`config.mk`:
```
export PLATFORM = sky130hd
export DESIGN_NAME = prog_loader
export DESIGN_NICKNAME = d
export VERILOG_FILES = /design/src/rtl/prog_loader.sv
export SDC_FILE = /design/constraint.sdc
export NUM_CORES = 1
export LEC_CHECK = 0
export ABC_CLOCK_PERIOD_IN_PS = 7300
export CORE_AREA = 2 2 133 135
export CTS_CLUSTER_DIAMETER = 200
export DETAILED_ROUTE_END_ITERATION = 12
export DIE_AREA = 0 0 135 137
export PLACE_DENSITY_LB_ADDON = 0.1
export SETUP_SLACK_MARGIN = 0.5
export SYNTH_ARGS = -nofsm -noshare
export SYNTH_HDL_FRONTEND = slang
export SYNTH_SLANG_ARGS = --single-unit
```
`constraint.sdc`:
```
create_clock -name clk -period 7.3 [get_ports clk]
set_input_delay 1.46 -clock clk [delete_from_list [all_inputs] [get_ports clk]]
set_output_delay 1.46 -clock clk [all_outputs]
set_load 0.1 [all_outputs]
```
`src/rtl/prog_loader.sv`:
```
// Boot loader: framed byte stream -> 32-bit words in instruction memory, holding the core in reset until done.
// Optional trailing XOR checksum byte enabled by defining PROG_LOADER_CHECKSUM_EN.
module prog_loader #(
  parameter int ADDR_W = 10
) (
  input  logic              clk,
  input  logic              rst,
  input  logic              in_valid,
  input  logic [7:0]        in_data,
  output logic              in_ready,
  input  logic              start,
  output logic              mem_we,
  output logic [ADDR_W-1:0] mem_addr,
  output logic [31:0]       mem_wdata,
  output logic              cpu_hold,
  output logic              done,
  output logic              err
);

`ifdef PROG_LOADER_CHECKSUM_EN
  typedef enum logic [2:0] {LEN0, LEN1, DATA, WRITE, CSUM, DONE, ERR} state_t;
  localparam state_t LAST_NEXT = CSUM;
`else
  typedef enum logic [2:0] {LEN0, LEN1, DATA, WRITE, DONE, ERR} state_t;
  localparam state_t LAST_NEXT = DONE;
`endif

  localparam logic [16:0] MAX_WORDS = 17'd1 << ADDR_W;

  state_t            state_reg, state_next;
  logic [15:0]       len_reg, len_next;
  logic [ADDR_W:0]   idx_reg, idx_next;
  logic [1:0]        bcnt_reg, bcnt_next;
  logic [31:0]       word_reg, word_next;
  logic [16:0]       n_full;
  logic              fire;
  logic              ready_next;
`ifdef PROG_LOADER_CHECKSUM_EN
  logic [7:0]        csum_reg, csum_next;
`endif

  assign fire = in_valid & in_ready;

  always_comb begin
    state_next = state_reg;
    len_next   = len_reg;
    idx_next   = idx_reg;
    bcnt_next  = bcnt_reg;
    word_next  = word_reg;
    n_full     = {1'b0, in_data, len_reg[7:0]};
`ifdef PROG_LOADER_CHECKSUM_EN
    csum_next  = csum_reg;
`endif
    case (state_reg)
      LEN0: begin
        if (fire) begin
          len_next[7:0] = in_data;
          state_next    = LEN1;
        end
      end
      LEN1: begin
        if (fire) begin
          len_next[15:8] = in_data;
          if (n_full > MAX_WORDS)   state_next = ERR;
          else if (n_full == 17'd0) state_next = LAST_NEXT;
          else                      state_next = DATA;
        end
      end
      DATA: begin
        if (fire) begin
          // Little-endian: each new byte enters at the top and shifts down.
          word_next = {in_data, word_reg[31:8]};
          bcnt_next = bcnt_reg + 2'd1;
`ifdef PROG_LOADER_CHECKSUM_EN
          csum_next = csum_reg ^ in_data;
`endif
          if (bcnt_reg == 2'd3) state_next = WRITE;
        end
      end
      WRITE: begin
        idx_next = idx_reg + 1'b1;
        if ((17'(idx_reg) + 17'd1) < {1'b0, len_reg}) state_next = DATA;
        else                                          state_next = LAST_NEXT;
      end
`ifdef PROG_LOADER_CHECKSUM_EN
      CSUM: begin
        if (fire) state_next = (in_data == csum_reg) ? DONE : ERR;
      end
`endif
      DONE, ERR: begin
        if (start) begin
          state_next = LEN0;
          idx_next   = '0;
          bcnt_next  = 2'd0;
`ifdef PROG_LOADER_CHECKSUM_EN
          csum_next  = 8'd0;
`endif
        end
      end
      default: state_next = LEN0;
    endcase
  end

  always_comb begin
    ready_next = 1'b0;
    case (state_next)
`ifdef PROG_LOADER_CHECKSUM_EN
      LEN0, LEN1, DATA, CSUM: ready_next = 1'b1;
`else
      LEN0, LEN1, DATA:       ready_next = 1'b1;
`endif
      default:                ready_next = 1'b0;
    endcase
  end

  // Outputs are registered from the next-state decode so they change with the state.
  always_ff @(posedge clk or negedge rst) begin
    if (!rst) begin
      state_reg <= LEN0;
      len_reg   <= 16'd0;
      idx_reg   <= '0;
      bcnt_reg  <= 2'd0;
      word_reg  <= 32'd0;
`ifdef PROG_LOADER_CHECKSUM_EN
      csum_reg  <= 8'd0;
`endif
      in_ready  <= 1'b1;
      mem_we    <= 1'b0;
      mem_addr  <= '0;
      mem_wdata <= 32'd0;
      cpu_hold  <= 1'b1;
      done      <= 1'b0;
      err       <= 1'b0;
    end else begin
      state_reg <= state_next;
      len_reg   <= len_next;
      idx_reg   <= idx_next;
      bcnt_reg  <= bcnt_next;
      word_reg  <= word_next;
`ifdef PROG_LOADER_CHECKSUM_EN
      csum_reg  <= csum_next;
`endif
      in_ready  <= ready_next;
      mem_we    <= (state_next == WRITE);
      if (state_next == WRITE) begin
        mem_addr  <= idx_next[ADDR_W-1:0];
        mem_wdata <= word_next;
      end
      cpu_hold  <= (state_next != DONE);
      done      <= (state_next == DONE);
      err       <= (state_next == ERR);
    end
  end

endmodule

```
### After elaboration in Yosys (flattened, before gate mapping)

Index checks and enable logic that the tools add are counted.

* bits of input ports: 12
* word-level logic and storage cells: 62
* output and inout port bits: 47
* register bits: 111

* add/subtract/negate cells: 3
* reductions and logical operators: 11
* bitwise operators: 1
* eq/ne operators: 14
* muxes and demuxes: 17
* $lt $le $gt $ge: 2

Operators by type and width (number)
* 32-bit 2-to-1 mux: 2
* 3-bit 2-to-1 mux: 8
* 11-bit case mux with 2 select lines: 1
* 16-bit by 11-bit greater-than comparator with 1-bit output, second input constant: 1
* 16-bit logical NOT: 1
* 12-bit by 16-bit less-than comparator with 1-bit output: 1
* 3-bit case mux with 5 select lines: 1
* 11-bit by 1-bit adder with 12-bit output, second input constant: 1
* 3-bit by 2-bit == test with 1-bit output, second input constant: 4
* 3-bit == test, second input constant: 4
* 11-bit by 1-bit adder with 11-bit output, second input constant: 1
* 11-bit 2-to-1 mux: 1
* 3-bit by 1-bit == test with 1-bit output, second input constant: 2
* 3-bit logical NOT: 2
* 2-bit AND reduction: 3
* 2-bit 2-to-1 mux: 2
* 2-bit inequality test, second input constant: 2
* 2-bit case mux with 2 select lines: 1
* 2-bit nonzero test: 2
* 3-bit inequality test, second input constant: 1
* 3-bit AND reduction: 1
* 3-bit OR reduction: 1
* 2-bit by 1-bit adder with 2-bit output, second input constant: 1
* 2-bit == test, second input constant: 1
* 3 further kinds: 3

### Depth between registers and ports, before layout

Gate-level depths: netlist (run 1).

* depth after elaboration: 8
* depth in mapped cells: 11
* mapped depth without buffers: 11

### Worst setup path after synthesis (run 1)

OpenSTA, ideal clock, no wires.

* kind: in2reg
* start: input port in_valid
* end: register mem_wdata[24]
* data arrival time: 2.659 ns
* required time: 7.174 ns
* setup time: 0.126 ns
* stages on the path: 6
* setup slack: 4.514 ns
* cells stage by stage: and2_1 -> nor3b_2 -> buf_6 -> buf_8 -> mux2_4 -> mux2_4

* elaborated cells on any way between the ends: 8
* those cells by class: eq/ne (1); mux (6); bitwise (1)

RTL lines
* from (decl): RTL line 8 `input logic in_valid,`
* 1-bit AND: RTL line 42 `assign fire = in_valid & in_ready;`
* 32-bit 2-to-1 mux: RTL line 70 `if (fire) begin`
* 32-bit 2-to-1 mux: RTL line 54 `case (state_reg)`
* named net word_next[24]: RTL line 34 `logic [31:0] word_reg, word_next;`
* to (signal assigned): RTL line 147 `mem_wdata <= word_next;`
* to (decl): RTL line 14 `output logic [31:0] mem_wdata,`

The timed path passes the listed nets, and every way through them passes these cells.
A chain may end at the register's enable or synchronous reset.

### Worst setup path after layout (run 1)

* start: input port in_valid
* end: register mem_wdata[31]

* word-level cells in the longest chain between the ends: 4
* elaborated cells on any way between the ends: 8
* those cells by class: eq/ne (1); mux (6); bitwise (1)

Ends and longest elaborated chain
* 1-bit AND (*): RTL line 42
* 3-bit 2-to-1 mux (on tied branches): RTL line 70, 56, 62
* 3-bit case mux with 5 select lines: RTL line 54
* 3-bit by 2-bit == test with 1-bit output: RTL line 145 `if (state_next == WRITE) begin`

Mark *: on every way between the ends. The rest lies on a longest branch, timed or not.

==> results.toml, run 1 <==
[power_and_ir_drop]
share_seq_of_total_power = 0.477
power.static_leakage_uw = 0.00278
total_power_uw = 1550
power_density_of_the_placed_cells_nw_per_um2 = 255
power_switching_uw = 474
comb_power_share = 0.199
vdd.ir_drop.worst_uv = 104
clkPwrFrac = 0.324
sw_frac_of_total = 0.306
power.internal_uw = 1080

[timing]
clock-skew-final_ns = 0.00860
timing.final.setup_violations = 0
finalMaxSlewViolations = 0
fmaxAchievable_ghz = 0.289
timing.hold.ws_ns = 0.499
final_number_of_hold_violating_endpoints = 0
period_minus_slack_ns = 3.46
grt_setup_unrepaired = "no"
final.setup.worst_slack_ns = 3.84
timing.slew.headroom = 0.341
max_slew.worst_pin.slew_ns = 0.985
timing.setup.tns_ns = 0
period_share = 0.474

[hold_path]
timing.hold.worst_endpoint = "bcnt_reg[0]$_DFFE_PN0P_"
worstHoldStart = "bcnt_reg[0]$_DFFE_PN0P_"
worst_hold_depth = 1
hold_path_class = "register to register"

[placed_design]
number_of_i_o_port_buffers = 58
dp_hpwl_um = 7080
gpl.final_weighted_congestion = 0.739
detailedPlace.worstSlack_ns = 3.45

[global_route]
grt_start_max_net_pins = 70
via_count_of_the_first_global_routing_pass = 3120
antenna_found_initial = 0
grt_pass1_wl_um = 17000
global_route.usage.total = 0.119
grt_overflow_total = 0

[status]
status = "completed"

[clocking]
ctsHoldBuffers = 0
post_cts_setup_driven_buffer_insertion_count = 0
tritoncts = "built"
cts-buffers-inserted = 9
cts.path.max_buffers = 2
clock_sinks = 111
clkSlewWorstSetupHoldPaths_ns = 0.07
htreeDepth = 3
cts_resized = 0
clock_latency_of_the_later_clocked_register_in_the_worst_skew_pair_ns = 0.35
root_buffer = "sky130_fd_sc_hd__clkbuf_16"

[critical_path]
cp_max_stage_cell = "sky130_fd_sc_hd__buf_4"
crit_path_cell_trace = "clkdlybuf4s50_1, and2_1, nor3b_4, buf_4, nand2_4, clkinv_8, mux2_2"
setup.worst_path.start_class = "primary input"
cp_slowest_stage_delay_ns = 0.54
r2r_path_start = "idx_reg[0]$_DFF_PN0_"
crit_type = "primary input to register"
crit_buf_inv = 3
path_max_fanout = 45
crit_required_ns = 7.53
number_of_cells_on_the_worst_reg_to_reg_path = 11
kind_of_end_point_of_the_critical_path = "register"
worstReg2RegEnd = "cpu_hold$_DFF_PN1_"
data_arrival_critical_path_ns = 3.70
register_to_register_setup_slack_ns = 4.38
crit_family = "buffers and inverters"

[logic_synthesis]
post_synth_main_area_contributors = "sky130_fd_sc_hd__dfrtp_1, sky130_fd_sc_hd__mux2_4, sky130_fd_sc_hd__mux2_2"
synth_edf_count = 0
synthesis.area_per_instance_um2 = 13.9
synth_async_sr_flop_share = 1.00
synth.top_cell.area_share = 0.540
yosys_warnings = 0
yosysTopAreaCell = "sky130_fd_sc_hd__dfrtp_1"
post_synth_instance_area_um2 = 5050
ys_ff_latch = 111
syn-num-nets = 387
yosys.cell_count.top_type = "sky130_fd_sc_hd__dfrtp_1"
leading_cell_types_by_count_after_synthesis = "sky130_fd_sc_hd__dfrtp_1, sky130_fd_sc_hd__mux2_4, sky130_fd_sc_hd__nand2_1, sky130_fd_sc_hd__mux2_2, sky130_fd_sc_hd__inv_1"
syn-instance-count = 362
synth-seq-area-share = 0.551
synth_flop_cell = "sky130_fd_sc_hd__dfrtp_1"
yosys.cell_types.count = 46

[drt]
first_iteration_detailed_routing_drc_count = 153
post_dr_vias_cell = 4.44
routedWlPerCell_um = 15.3
route.detailed.drc = 0
routed-via-count = 2895
detail-route-antenna-nets = 0
detail_route.wirelength_um = 9990
drt-pass1-iter-count = 4

[finish]
fillerInstances = 1679
nets = 447
antenna_cells_inserted = 0
layout_cells_sized_above_1 = 0.265
syn2layout_area_growth_pct = 20.6

[job]
drv_cap = 0

[floorplanning]
rows = 48
num_io_pins = 59
core_area_um2 = 17100
dieArea_um2 = 18500
dieWidth_um = 135
chipHeight_um = 137
start_util = 0.296
-- power groups by stage --
stage / registers (µW) / logic (µW) / clock network (µW)
final: 740 / 308 / 502
after floorplan: 809 / 164 / 0
after global routing: 754 / 345 / 547
after detailed placement: 753 / 313 / 0
after global placement: 752 / 310 / 0
after CTS: 742 / 315 / 525
-- placed cells by master (no fill, tap or decap), drive strengths merged, types with 5 or more instances in the layout --
master           n
clkbuf           9
clkdlybuf4s50   57
xnor2            5
a21oi            8
mux2            82
nor2            13
nand2           30
o21ai           15
nand3           10
a22o             5
inv             16
dfrtp          109
ha              13
-- final cells by class --
cell class | count | area [µm²] | share of cell area
Multi-Input combinational cell | 225 | 2060 | 0.339
Timing Repair Buffer | 60 | 593 | 0.0974
Clock buffer | 9 | 225 | 0.0370
Inverter | 15 | 68.8 | 0.0113
Sequential cell | 111 | 2780 | 0.457
Clock inverter | 7 | 78.8 | 0.0129
Tap cell | 225 | 282 | 0.0462
-- stage by stage --
| stage | instances | instance area, µm² | util |
|---|---|---|---|
| 3_3_place_gp | 636 | 5790 | 0.339 |
| 5_1_grt | 652 | 6090 | 0.357 |
| 6_report | 652 | 6090 | 0.357 |
| 3_5_place_dp | 636 | 5790 | 0.339 |
| 2_1_floorplan | 362 | 5050 | - |
| 4_1_cts | 652 | 6090 | 0.357 |
-- metal layers --
metal	share of wire	wire, µm	vias up	global-route usage
li1	-	-	1395	-
met1	0.48	4830	1441	0.163
met2	0.46	4610	45	0.184
met3	0.030	295	14	0.0222
met4	0.025	254	0	0.0544
met5	0	0	-	0
-- cell families after synthesis --
kind of cell / Yosys count / share of synthesized area
fa+ha+maj: 13 / 0.0322
compound gates: 44 / 0.0550
flops: 111 / 0.551
buf+inv: 26 / 0.0419
mux: 85 / 0.229
xor+xnor: 9 / 0.0156
simple gates: 74 / 0.0754
-- worst max path at each step --
stage / start / endpoint / slack [ns] / cells past startpoint
6_report: in_valid / mem_wdata[31]$_DFFE_PN0P_ / 3.84 / 7
3_5_place_dp: in_valid / mem_wdata[31]$_DFFE_PN0P_ / 3.45 / 7
5_1_grt: in_valid / mem_wdata[0]$_DFFE_PN0P_ / 3.72 / 7
3_3_place_gp: in_valid / mem_wdata[1]$_DFFE_PN0P_ / 3.48 / 7
4_1_cts: in_valid / mem_wdata[1]$_DFFE_PN0P_ / 3.82 / 7
2_1_floorplan: in_valid / mem_wdata[24]$_DFFE_PN0P_ / 4.51 / 6
Note: power is estimated with default switching activity, not from simulation.
==> run 2, diff against run 1 <==
--- a/config.mk
+++ b/config.mk
@@ -5,7 +5,7 @@
 export SDC_FILE = /design/constraint.sdc
 export NUM_CORES = 1
 export LEC_CHECK = 0
-export ABC_CLOCK_PERIOD_IN_PS = 7300
+export ABC_CLOCK_PERIOD_IN_PS = 2790
 export CORE_AREA = 2 2 133 135
 export CTS_CLUSTER_DIAMETER = 200
 export DETAILED_ROUTE_END_ITERATION = 12
==> constraint.sdc (replaced) <==
create_clock -name clk -period 2.79 [get_ports clk]
set_input_delay 0.558 -clock clk [delete_from_list [all_inputs] [get_ports clk]]
set_output_delay 0.558 -clock clk [all_outputs]
set_load 0.1 [all_outputs]
==> run 2 against run 1 <==
- first-iteration DRC count is 0.65% lower
- highest routed layer unchanged
- largest power group unchanged
- clock skew is 0.00069 ns higher
- register-to-register slack worse by 3.9 ns
- critical path depth is 3 higher
- final cell count is 2.0% higher
- sequential share of layout area is 0.51 points lower
- largest cell class unchanged
- non-clock buffer count is 13 higher
==> results.toml, run 2 (synthesis results as in run 1) <==
[drt]
post_dr_vias_cell = 4.39
drt-pass1-iter-count = 5
routed-via-count = 2922
detail-route-antenna-nets = 0
route.detailed.drc = 0
detail_route.wirelength_um = 10500
routedWlPerCell_um = 15.8
first_iteration_detailed_routing_drc_count = 152

[floorplanning]
start_util = 0.296
rows = 48
core_area_um2 = 17100
num_io_pins = 59
dieWidth_um = 135
chipHeight_um = 137
dieArea_um2 = 18500

[critical_path]
crit_required_ns = 3.03
path_max_fanout = 4
setup.worst_path.start_class = "register"
cp_slowest_stage_delay_ns = 0.44
crit_family = "compound AO/OA/AOI/OAI gates"
crit_type = "register to register"
crit_path_cell_trace = "nand2_1, nor3_4, nand3_1, nor2_1, ha_1, o2111ai_2, a21oi_1, a211oi_2, a21o_1, a21oi_1"
crit_buf_inv = 0
kind_of_end_point_of_the_critical_path = "register"
timing.critical_path.mode_cell = "sky130_fd_sc_hd__a21oi_1"
data_arrival_critical_path_ns = 2.52
cp_max_stage_cell = "sky130_fd_sc_hd__dfrtp_1"

[global_route]
grt_overflow_total = 0
grt_pass1_wl_um = 17200
antenna_found_initial = 0
global_route.usage.total = 0.123
via_count_of_the_first_global_routing_pass = 3071
grt_start_max_net_pins = 73

[clocking]
tritoncts = "built"
clock_latency_of_the_later_clocked_register_in_the_worst_skew_pair_ns = 0.35
clkSlewWorstSetupHoldPaths_ns = 0.08
root_buffer = "sky130_fd_sc_hd__clkbuf_16"
clock_sinks = 111
htreeDepth = 3
cts-buffers-inserted = 9
cts.path.max_buffers = 2

[finish]
nets = 460
layout_cells_sized_above_1 = 0.411
syn2layout_area_growth_pct = 22.2
layout_commonest_cell = "sky130_fd_sc_hd__dfrtp_1"
most-common-layout-cells = "sky130_fd_sc_hd__dfrtp_1, sky130_fd_sc_hd__buf_4, sky130_fd_sc_hd__mux2_4"
antenna_cells_inserted = 0
final_util = 0.362

[power_and_ir_drop]
power_switching_uw = 1280
share_seq_of_total_power = 0.471
vdd.ir_drop.worst_uv = 296
power.internal_uw = 2850
sw_frac_of_total = 0.309
total_power_uw = 4120
clkPwrFrac = 0.323
comb_power_share = 0.206
power.static_leakage_uw = 0.00299
power_density_of_the_placed_cells_nw_per_um2 = 668

[timing]
final.setup.worst_slack_ns = 0.511
period_share = 0.817
final_number_of_hold_violating_endpoints = 0
fmaxAchievable_ghz = 0.439
finalMaxSlewViolations = 0
timing.setup.tns_ns = 0
period_minus_slack_ns = 2.28
timing.slew.headroom = 0.510
timing.hold.ws_ns = 0.166
timing.final.setup_violations = 0
clock-skew-final_ns = 0.00930
grt_setup_unrepaired = "yes"
max_slew.worst_pin.slew_ns = 0.728

[placed_design]
dp_hpwl_um = 7350
number_of_i_o_port_buffers = 58
detailedPlace.worstSlack_ns = 0.177
gpl.final_weighted_congestion = 0.771

[hold_path]
hold_path_class = "primary input to async pin"

[status]
status = "completed"

[job]
drv_cap = 0
==> run 2: cell types whose count changed in the layout (fill, tap and decap cells not counted), sizes merged <==
cell / previous run / this run
buf: 3 / 63
clkdlybuf4s50: 57 / 10
clkinvlp: 3 / 1
clkbuf: 9 / 10
inv: 16 / 17
==> run 2: final cells by class <==
cell class / count / area (µm²)
Multi-Input combinational cell: 225 / 2120
Clock inverter: 6 / 75.1
Timing Repair Buffer: 73 / 598
Sequential cell: 111 / 2790
Fill cell: 1713 / 10900
Inverter: 15 / 82.6
Clock buffer: 10 / 229
Tap cell: 225 / 282
==> run 2: per-layer routing <==
| layer | part of all wire | wire, µm | track usage |
|---|---|---|---|
| met5 | 0 | 0 | 0 |
| met2 | 0.46 | 4820 | 0.195 |
| met4 | 0.019 | 201 | 0.0399 |
| met1 | 0.48 | 5040 | 0.161 |
| met3 | 0.043 | 448 | 0.0374 |
==> run 2: repair_timing <==
item	in CTS	in global routing
buffers inserted	4	0
resized for setup	7	6
hold buffers	0	0
endpoints found under the setup margin	6	15
pin swaps	5	1
gates cloned	0	0
==> run 2: stage by stage <==
step	instance area (µm²)	cells
floorplan	5060	362
global placement	5770	645
detailed placement	5770	645
CTS	6150	665
global route	6170	665
finish	6170	665
==> run 2: worst register-to-register path: stages (launching register included) <==
cell                        delay, ns
sky130_fd_sc_hd__dfrtp_1         0.44
sky130_fd_sc_hd__nand2_1         0.14
sky130_fd_sc_hd__nor3_4          0.26
sky130_fd_sc_hd__nand3_1         0.17
sky130_fd_sc_hd__nor2_1          0.15
sky130_fd_sc_hd__ha_1            0.27
sky130_fd_sc_hd__o2111ai_2       0.11
sky130_fd_sc_hd__a21oi_1         0.08
sky130_fd_sc_hd__a211oi_2        0.27
sky130_fd_sc_hd__a21o_1          0.21
sky130_fd_sc_hd__a21oi_1         0.08
==> run 2: worst paths after layout <==
path | startpoint | endpoint | slack [ns] | cells after the start
max reg2reg | idx_reg[3]$_DFF_PN0_ | done$_DFF_PN0_ | 0.51 | 10
min reg2reg | mem_addr[3]$_DFFE_PN0P_ | mem_addr[3]$_DFFE_PN0P_ | 0.49 | 2
max in group asynchronous | rst | cpu_hold$_DFF_PN1_ | 1.80 | 2
min in group clk | mem_addr[3]$_DFFE_PN0P_ | mem_addr[3]$_DFFE_PN0P_ | 0.49 | 2
max | idx_reg[3]$_DFF_PN0_ | done$_DFF_PN0_ | 0.51 | 10
min | rst | mem_wdata[6]$_DFFE_PN0P_ | 0.17 | 1
==> run 2: power by group through the flow <==
stage | combinational, µW | clock (µW) | sequential [µW]
floorplan | 430 | 0 | 2120
global placement | 833 | 0 | 1980
detailed placement | 844 | 0 | 1970
CTS | 860 | 1390 | 1950
global route | 934 | 1450 | 1970
finish | 850 | 1330 | 1940
